## src/rtl/bcd_display_scan.sv

```systemverilog
// Time-multiplexed 4-digit common-anode seven-segment driver for packed BCD.
// New values are double-buffered and only applied at a frame boundary, so a scan never tears.
module bcd_display_scan #(
  parameter int unsigned DIV = 1000
) (
  input  logic        clk,
  input  logic        reset_n,
  input  logic        load,
  input  logic [15:0] bcd_in,
  input  logic        blank_lz,
  output logic [6:0]  seg_n,
  output logic [3:0]  an_n,
  output logic        frame
);

  localparam logic [15:0] CntMax = 16'(DIV - 1);

  logic [15:0] cnt_q, cnt_d;
  logic [1:0]  idx_q, idx_d;
  logic [15:0] shadow_q, shadow_d;
  logic        pending_q, pending_d;
  logic [15:0] disp_q, disp_d;
  logic [6:0]  seg_q, seg_d;
  logic [3:0]  an_q, an_d;
  logic        frame_q, frame_d;

  logic        wrap;
  logic [3:0]  nibble;
  logic [3:0]  nzNib;
  logic        blanked;

  function automatic logic [6:0] decode(input logic [3:0] d);
    case (d)
      4'd0:    decode = 7'b1000000;
      4'd1:    decode = 7'b1111001;
      4'd2:    decode = 7'b0100100;
      4'd3:    decode = 7'b0110000;
      4'd4:    decode = 7'b0011001;
      4'd5:    decode = 7'b0010010;
      4'd6:    decode = 7'b0000010;
      4'd7:    decode = 7'b1111000;
      4'd8:    decode = 7'b0000000;
      4'd9:    decode = 7'b0010000;
      default: decode = 7'b0111111;
    endcase
  endfunction

  always_comb begin
    wrap      = (idx_q == 2'd3) && (cnt_q == CntMax);
    cnt_d     = cnt_q + 16'd1;
    idx_d     = idx_q;
    shadow_d  = shadow_q;
    pending_d = pending_q;
    disp_d    = disp_q;
    frame_d   = wrap;

    if (cnt_q == CntMax) begin
      cnt_d = 16'd0;
      idx_d = idx_q + 2'd1;
    end

    // A load landing exactly on the wrap bypasses the shadow so it shows in the very next frame
    if (load && wrap) begin
      shadow_d  = bcd_in;
      disp_d    = bcd_in;
      pending_d = 1'b0;
    end else if (load) begin
      shadow_d  = bcd_in;
      pending_d = 1'b1;
    end else if (wrap && pending_q) begin
      disp_d    = shadow_q;
      pending_d = 1'b0;
    end

    nibble = disp_q[{idx_q, 2'b00} +: 4];
    for (int i = 0; i < 4; i++) begin
      nzNib[i] = |disp_q[4*i +: 4];
    end

    case (idx_q)
      2'd1:    blanked = blank_lz && !(|nzNib[3:1]);
      2'd2:    blanked = blank_lz && !(|nzNib[3:2]);
      2'd3:    blanked = blank_lz && !nzNib[3];
      default: blanked = 1'b0;
    endcase

    // First cycle of every slot stays dark so the previous digit's segments cannot ghost
    if ((cnt_q == 16'd0) || blanked) begin
      an_d  = 4'hF;
      seg_d = 7'h7F;
    end else begin
      an_d  = ~(4'b0001 << idx_q);
      seg_d = decode(nibble);
    end
  end

  always_ff @(posedge clk) begin
    if (!reset_n) begin
      cnt_q     <= 16'd0;
      idx_q     <= 2'd0;
      shadow_q  <= 16'd0;
      pending_q <= 1'b0;
      disp_q    <= 16'd0;
      seg_q     <= 7'h7F;
      an_q      <= 4'hF;
      frame_q   <= 1'b0;
    end else begin
      cnt_q     <= cnt_d;
      idx_q     <= idx_d;
      shadow_q  <= shadow_d;
      pending_q <= pending_d;
      disp_q    <= disp_d;
      seg_q     <= seg_d;
      an_q      <= an_d;
      frame_q   <= frame_d;
    end
  end

  assign seg_n = seg_q;
  assign an_n  = an_q;
  assign frame = frame_q;

endmodule

```

## config.mk

```make
export PLATFORM = sky130hd
export DESIGN_NAME = bcd_display_scan
export DESIGN_NICKNAME = d
export VERILOG_FILES = /design/src/rtl/bcd_display_scan.sv
export SDC_FILE = /design/constraint.sdc
export NUM_CORES = 1
export LEC_CHECK = 0
export ABC_AREA = 1
export BUFFER_PORTS_ARGS = -buffer_cell sky130_fd_sc_hd__buf_2
export CAP_MARGIN = 20
export CORE_MARGIN = 5
export CORE_UTILIZATION = 43
export DETAILED_ROUTE_END_ITERATION = 6
export GPL_TIMING_DRIVEN = 1
export PLACE_DENSITY = 0.62
export SLEW_MARGIN = 20
export SYNTH_ARGS = -nofsm -noshare
export SYNTH_HDL_FRONTEND = slang
export SYNTH_SLANG_ARGS = --single-unit
```

## constraint.sdc

```tcl
create_clock -name clk -period 3.55 [get_ports clk]
set_input_delay 0.71 -clock clk [delete_from_list [all_inputs] [get_ports clk]]
set_output_delay 0.71 -clock clk [all_outputs]
set_load 0.005 [all_outputs]
```

# --- After elaboration in Yosys (flattened, before gate mapping) ---
# Memories as Yosys holds them, arrays and structs flattened. A register that Yosys moved wholly into a read port is not among the register bits.
# Cells that the tools add are included.
classes:
  n_reduce_logical: 21
  n_mux: 8
  eq_ne: 5
  addsub: 2
  bitwise_logic: 2
  shift: 2
op_table:
  columns: ["operator", "count"]
  rows:
  - ["two-way mux 16 bit", 5]
  - ["adder 16 x 1 -> 16 bit (second input constant)", 1]
  - ["== test 16 x 10 -> 1 bit (second input constant)", 1]
  - ["logical NOT 16 bit", 1]
  - ["indexed part select 16 x 5 -> 4 bit", 1]
  - ["OR reduction 12 bit", 1]
  - ["OR reduction 8 bit", 1]
  - ["logical AND 1 bit", 6]
  - ["nonzero test 2 bit", 3]
  - ["OR reduction 2 bit", 3]
  - ["== test 2 bit (second input constant)", 2]
  - ["inverter 4 bit", 1]
  - ["OR reduction 4 bit", 1]
  - ["<< shifter 1 x 2 -> 4 bit (first input constant)", 1]
  - ["logical NOT 1 bit", 3]
  - ["case mux 1 bit (3 select lines)", 1]
  - ["adder 2 x 1 -> 2 bit (second input constant)", 1]
  - ["== test 2 x 1 -> 1 bit (second input constant)", 1]
  - ["two-way mux 1 bit", 2]
  - ["!= test 2 x 1 -> 1 bit (second input constant)", 1]
  - ["AND reduction 2 bit", 1]
  - ["logical OR 1 bit", 1]
  - ["inverter 1 bit", 1]
totals:
  mem_bits_ro: 112
  output_inout_bits: 12
  ff_bits: 56
  in_bits: 20
  memories: 1
memory_table:
  columns: ["memory", "depth", "word_bits", "read_ports", "rd_ports_with_merged_regs", "wr", "line", "text"]
  rows:
  - ["(name not given)", 16, 7, 1, 1, 0, "33", "case (d)"]

# --- Logic depth before layout (Yosys ltp) ---
depth:
  depth_word: 6
  depth_mapped: 10
  ltp_nobuf: 10

# --- Worst setup path before layout ---
# No wires, ideal clock.
synth_timing:
  path_type: "input to register"
  start: "input load"
  end: "register disp_q[0]"
  path_stages: 7
  required_time_ps: 3434
  n_path_buf: 2
  setup_slack_ps: 1886
  arrival_time_ps: 1548
  path_cell_list: "buf_2 nor2_1 inv_1 nand4_4 buf_6 o21ai_0 nor2_1"
synth_between:
  elab_chain_len: 3
  elab_cells_between_ends: 5
  classes_between: "eq/ne (1); mux (1); reduce/logical (3)"
synth_lines:
  columns: ["element", "line", "text"]
  rows:
  - ["start, declared", "8", "input logic load,"]
  - ["logical AND 1 bit", "63", "if (load && wrap) begin"]
  - ["!= test 2 x 1 -> 1 bit (no source line) / nonzero test 2 bit (equally long branches)", null, null]
  - ["AND reduction 2 bit (no source line)", null, null]
  - ["end signal, assigned", "112", "disp_q <= disp_d;"]
  - ["end, declared", "22", "logic [15:0] disp_q, disp_d;"]
# Parallel ways exist; a longest one is shown, timed or not.
# A chain may end at the register's enable or synchronous reset.

# --- Worst setup path after layout ---
layout_timing:
  start: "register idx_q[0]"
  end: "register seg_q[4], in the netlist seg_n[4]"
layout_between:
  elab_chain_len: 4
  elab_cells_between_ends: 7
  classes_between: "eq/ne (3); shift (1); mux (1); reduce/logical (2)"
layout_lines:
  columns: ["element", "line", "text"]
  rows:
  - ["start, declared", "19", "logic [1:0] idx_q, idx_d;"]
  - ["start signal, assigned", "109", "idx_q <= idx_d;"]
  - ["== test 2 bit / == test 2 x 1 -> 1 bit (equally long branches)", "80", "case (idx_q)"]
  - ["case mux 1 bit (3 select lines)", "80", null]
  - ["logical OR 1 bit", "88", "if ((cnt_q == 16'd0) || blanked) begin"]
  - ["OR reduction 2 bit (no source line)", null, null]
  - ["end, declared", "23", "logic [6:0] seg_q, seg_d;"]
# Parallel ways exist; a longest one is shown, timed or not.

==> results.sh <==
export IMPL_fin_crit_sh_pct=52.1
export IMPL_drcViolationCount=0
export IMPL_crit_fanout=17
export IMPL_mostFrequentLayoutCell="nand2_1"
export IMPL_start_util_pct=43.8
export IMPL_p_switching_uw=305
export IMPL_combPwrFrac_pct=6.6
export IMPL_yosys_warnings=0
export IMPL_critPathTopFamily="flip-flops"
export IMPL_clock_sinks=63
export IMPL_synth_cell_type_count=35
export IMPL_syn_area_um2=2960
export IMPL_postCtsResizedCells=0
export IMPL_routabilityCongestion=0.797
export IMPL_clock_latency_ns=0.33
export IMPL_clk_pin_slew_ns=0.06
export IMPL_rsz0062_at_grt="no"
export IMPL_grt_pass1_wl_um=9610
export IMPL_path_class="flop to flop"
export IMPL_register_area_um2=1260
export IMPL_clockRootBuffer="clkbuf_8"
export IMPL_cp_end_kind="flop"
export IMPL_first_iter_violations=81
export IMPL_grt_max_degree=31
export IMPL_cts_tree="yes"
export IMPL_cts_hold_buf=0
export IMPL_die_width_um=92.9
export IMPL_r2r_end="seg_n[4]"
export IMPL_synth_compound_area_share_pct=11.5
export IMPL_cp_startpoint="idx_q[0]"
export IMPL_num_rows=30
export IMPL_hold_viol=0
export IMPL_seq_power_share_pct=55.0
export IMPL_layout_nets=461
export IMPL_final_core_util_pct=48.4
export IMPL_period_needed_ns=1.85
export IMPL_power_share_switching_pct=22.8
export IMPL_setup_violations_final=0
export IMPL_fillCellCount=701
export IMPL_hpwl_um=4140
export IMPL_clkPwrFrac_pct=38.4
export IMPL_die_y_um=92.9
export IMPL_clockBufferDepth=2
export IMPL_tns_ns=0
export IMPL_skew_ns=0.00762
export IMPL_numCtsBuffers=9
export IMPL_reg2regPathDepth=8
export IMPL_ios=32
export IMPL_most_common_layout_cells="nand2_1 (105), dfxtp_1 (63), inv_1 (43), nor2_1 (43), a21oi_1 (32)"
export IMPL_grt_overflow=0
export IMPL_reg2reg_from="idx_q[0]"
export IMPL_endpoint="seg_n[4]"
export IMPL_grt_pass1_vias=2272
export IMPL_synthesis_nets=430
export IMPL_dieArea_um2=8640
export IMPL_ys_seq_elements=63
export IMPL_p_leak_uw=0.00149
export IMPL_intPower_uw=1030
export IMPL_worst_slew_pin_slew_ns=0.657
export IMPL_powerDensity_nw_per_um2=409
export IMPL_ys_seq_area_share_pct=42.6
export IMPL_synth_xor_area_share_pct=0.592
export IMPL_hold_path_depth=2
export IMPL_outcome="complete, no violations"
export IMPL_slew_headroom_pct=56.2
export IMPL_layout_drive_gt1_share_pct=17.7
export IMPL_cts_setup_buffers=0
export IMPL_synth_top_family_by_area="simple AND/OR/NAND/NOR gates"
export IMPL_crit_arrival_ns=2.12
export IMPL_vias=2431
export IMPL_h_tree_depth=3
export IMPL_yosys_mux_area_fraction_pct=0
export IMPL_required_ns=3.82
export IMPL_avgRoutedWirePerCell_um=10.9
export IMPL_r2r_slack_ns=1.70
export IMPL_finalMaxSlewViolations=0
export IMPL_worst_path_buf_inv=1
export IMPL_crit_chain="o21ai_0, nand2_1, inv_1, ha_1, or2_2, nand3_1, o21ai_0, nand2_1"
export IMPL_hold_class="flop to flop"
export IMPL_avgSynthCellArea_um2=7.41
export IMPL_synthSimpleGateAreaFrac_pct=31.0
export IMPL_vias_per_cell=4.73
export IMPL_antenna_found_initial=0
export IMPL_finalPower_uw=1340
export IMPL_core_area_um2=6760
export IMPL_worst_path_stages=8
export IMPL_start_kind="flop"
export IMPL_areaGrowthSynthToFinish_pct=10.7
export IMPL_synth_fa_ha_area_share_pct=4.65
export IMPL_drt_first_pass_iters=4
export IMPL_multi_input_area_um2=1410
export IMPL_cp_slowest_cell="dfxtp_1"
export IMPL_antennaDiodeCount=0
export IMPL_ant_nets=0
export IMPL_hold_ws_ns=0.449
export IMPL_fmax_mhz=541
export IMPL_ir_worst_vdd_uv=217
export IMPL_syn_inst=399
export IMPL_grt_usage_pct=13.9
export IMPL_io_buffers=31
export IMPL_wl_um=5610
export IMPL_cpPeakStageDelay_ns=0.65
export IMPL_cap_violations=0
==> stage by stage <==
step	instance area, µm²	cells	worst slack (ns)
2_1_floorplan	2960	399	1.89
6_report	3270	514	1.70
5_1_grt	3270	514	1.53
4_1_cts	3270	514	1.68
3_5_place_dp	3120	499	1.32
3_3_place_gp	3120	499	1.36
==> per-layer routing <==
metal	GRT usage [%]	routed length, µm	up-vias
met1	16.5	2710	1077
met5	0	0	-
li1	-	-	1319
met4	8.67	116	0
met2	22.8	2600	26
met3	3.09	183	9
==> area by class of cell <==
cell class,instances,area share (%)
clock inverter,1,0.153
inverter,48,5.70
multi-input combinational,277,43.2
sequential,63,38.5
clock buffer,14,4.66
timing repair buffer,31,4.74
tap,80,3.06
==> how the worst min path moves through the flow <==
stage,startpoint,end
floorplan,cnt_q[0],cnt_q[0]
global placement,shadow_q[9],shadow_q[9]
detailed placement,shadow_q[8],shadow_q[8]
CTS,shadow_q[8],shadow_q[8]
global route,shadow_q[3],shadow_q[3]
finish,shadow_q[8],shadow_q[8]
==> synthesized netlist by cell type (all sizes together) <==
library cell / n / area share (%)
nor3: 5 / 1.0
o21bai: 1 / 0.25
buf: 7 / 2.1
nand2: 110 / 14
o21ai: 17 / 2.9
a21oi: 36 / 6.6
nand3: 17 / 3.0
nor2: 48 / 6.9
ha: 11 / 4.7
o211ai: 5 / 1.3
clkinv: 2 / 0.47
dfxtp: 63 / 43
nor3b: 3 / 0.76
xor2: 2 / 0.59
a211oi: 2 / 0.51
and2: 1 / 0.21
nand4: 5 / 1.8
nor4: 1 / 0.21
clkbuf: 4 / 1.2
or2: 13 / 2.7
inv: 46 / 5.8
==> registers in the layout, summed over array words and instances, names as in the netlist <==
signal	count
an_n	4
cnt_q	16
disp_q	16
frame	1
idx_q	2
pending_q	1
seg_n	7
shadow_q	16
==> power by group through the flow <==
| stage | logic [µW] | clock network, µW | registers, µW |
|---|---|---|---|
| 2_1_floorplan | 61.7 | 0 | 754 |
| 3_3_place_gp | 88.1 | 0 | 753 |
| 3_5_place_dp | 90.4 | 0 | 753 |
| 4_1_cts | 90.7 | 534 | 738 |
| 5_1_grt | 102 | 562 | 739 |
| 6_report | 88.0 | 515 | 737 |
==> worst reg2reg max path: stages, from the launching register on <==
cell and delay [ns]:
dfxtp_1 0.65, o21ai_0 0.16, nand2_1 0.16, inv_1 0.10, ha_1 0.19, or2_2 0.29
nand3_1 0.07, o21ai_0 0.09, nand2_1 0.07
==> cell families (layout without fill, tap and decap cells) <==
| group | after synthesis | in the layout |
|---|---|---|
| XOR/XNOR | 2 | 2 |
| adder cells (fa/ha/maj) | 11 | 11 |
| AND/OR/NAND/NOR | 203 | 203 |
| AO/OA/AOI/OAI | 61 | 61 |
| flip-flops | 63 | 63 |
| buffers and inverters | 59 | 94 |
Note: power is estimated with default switching activity, not from simulation.
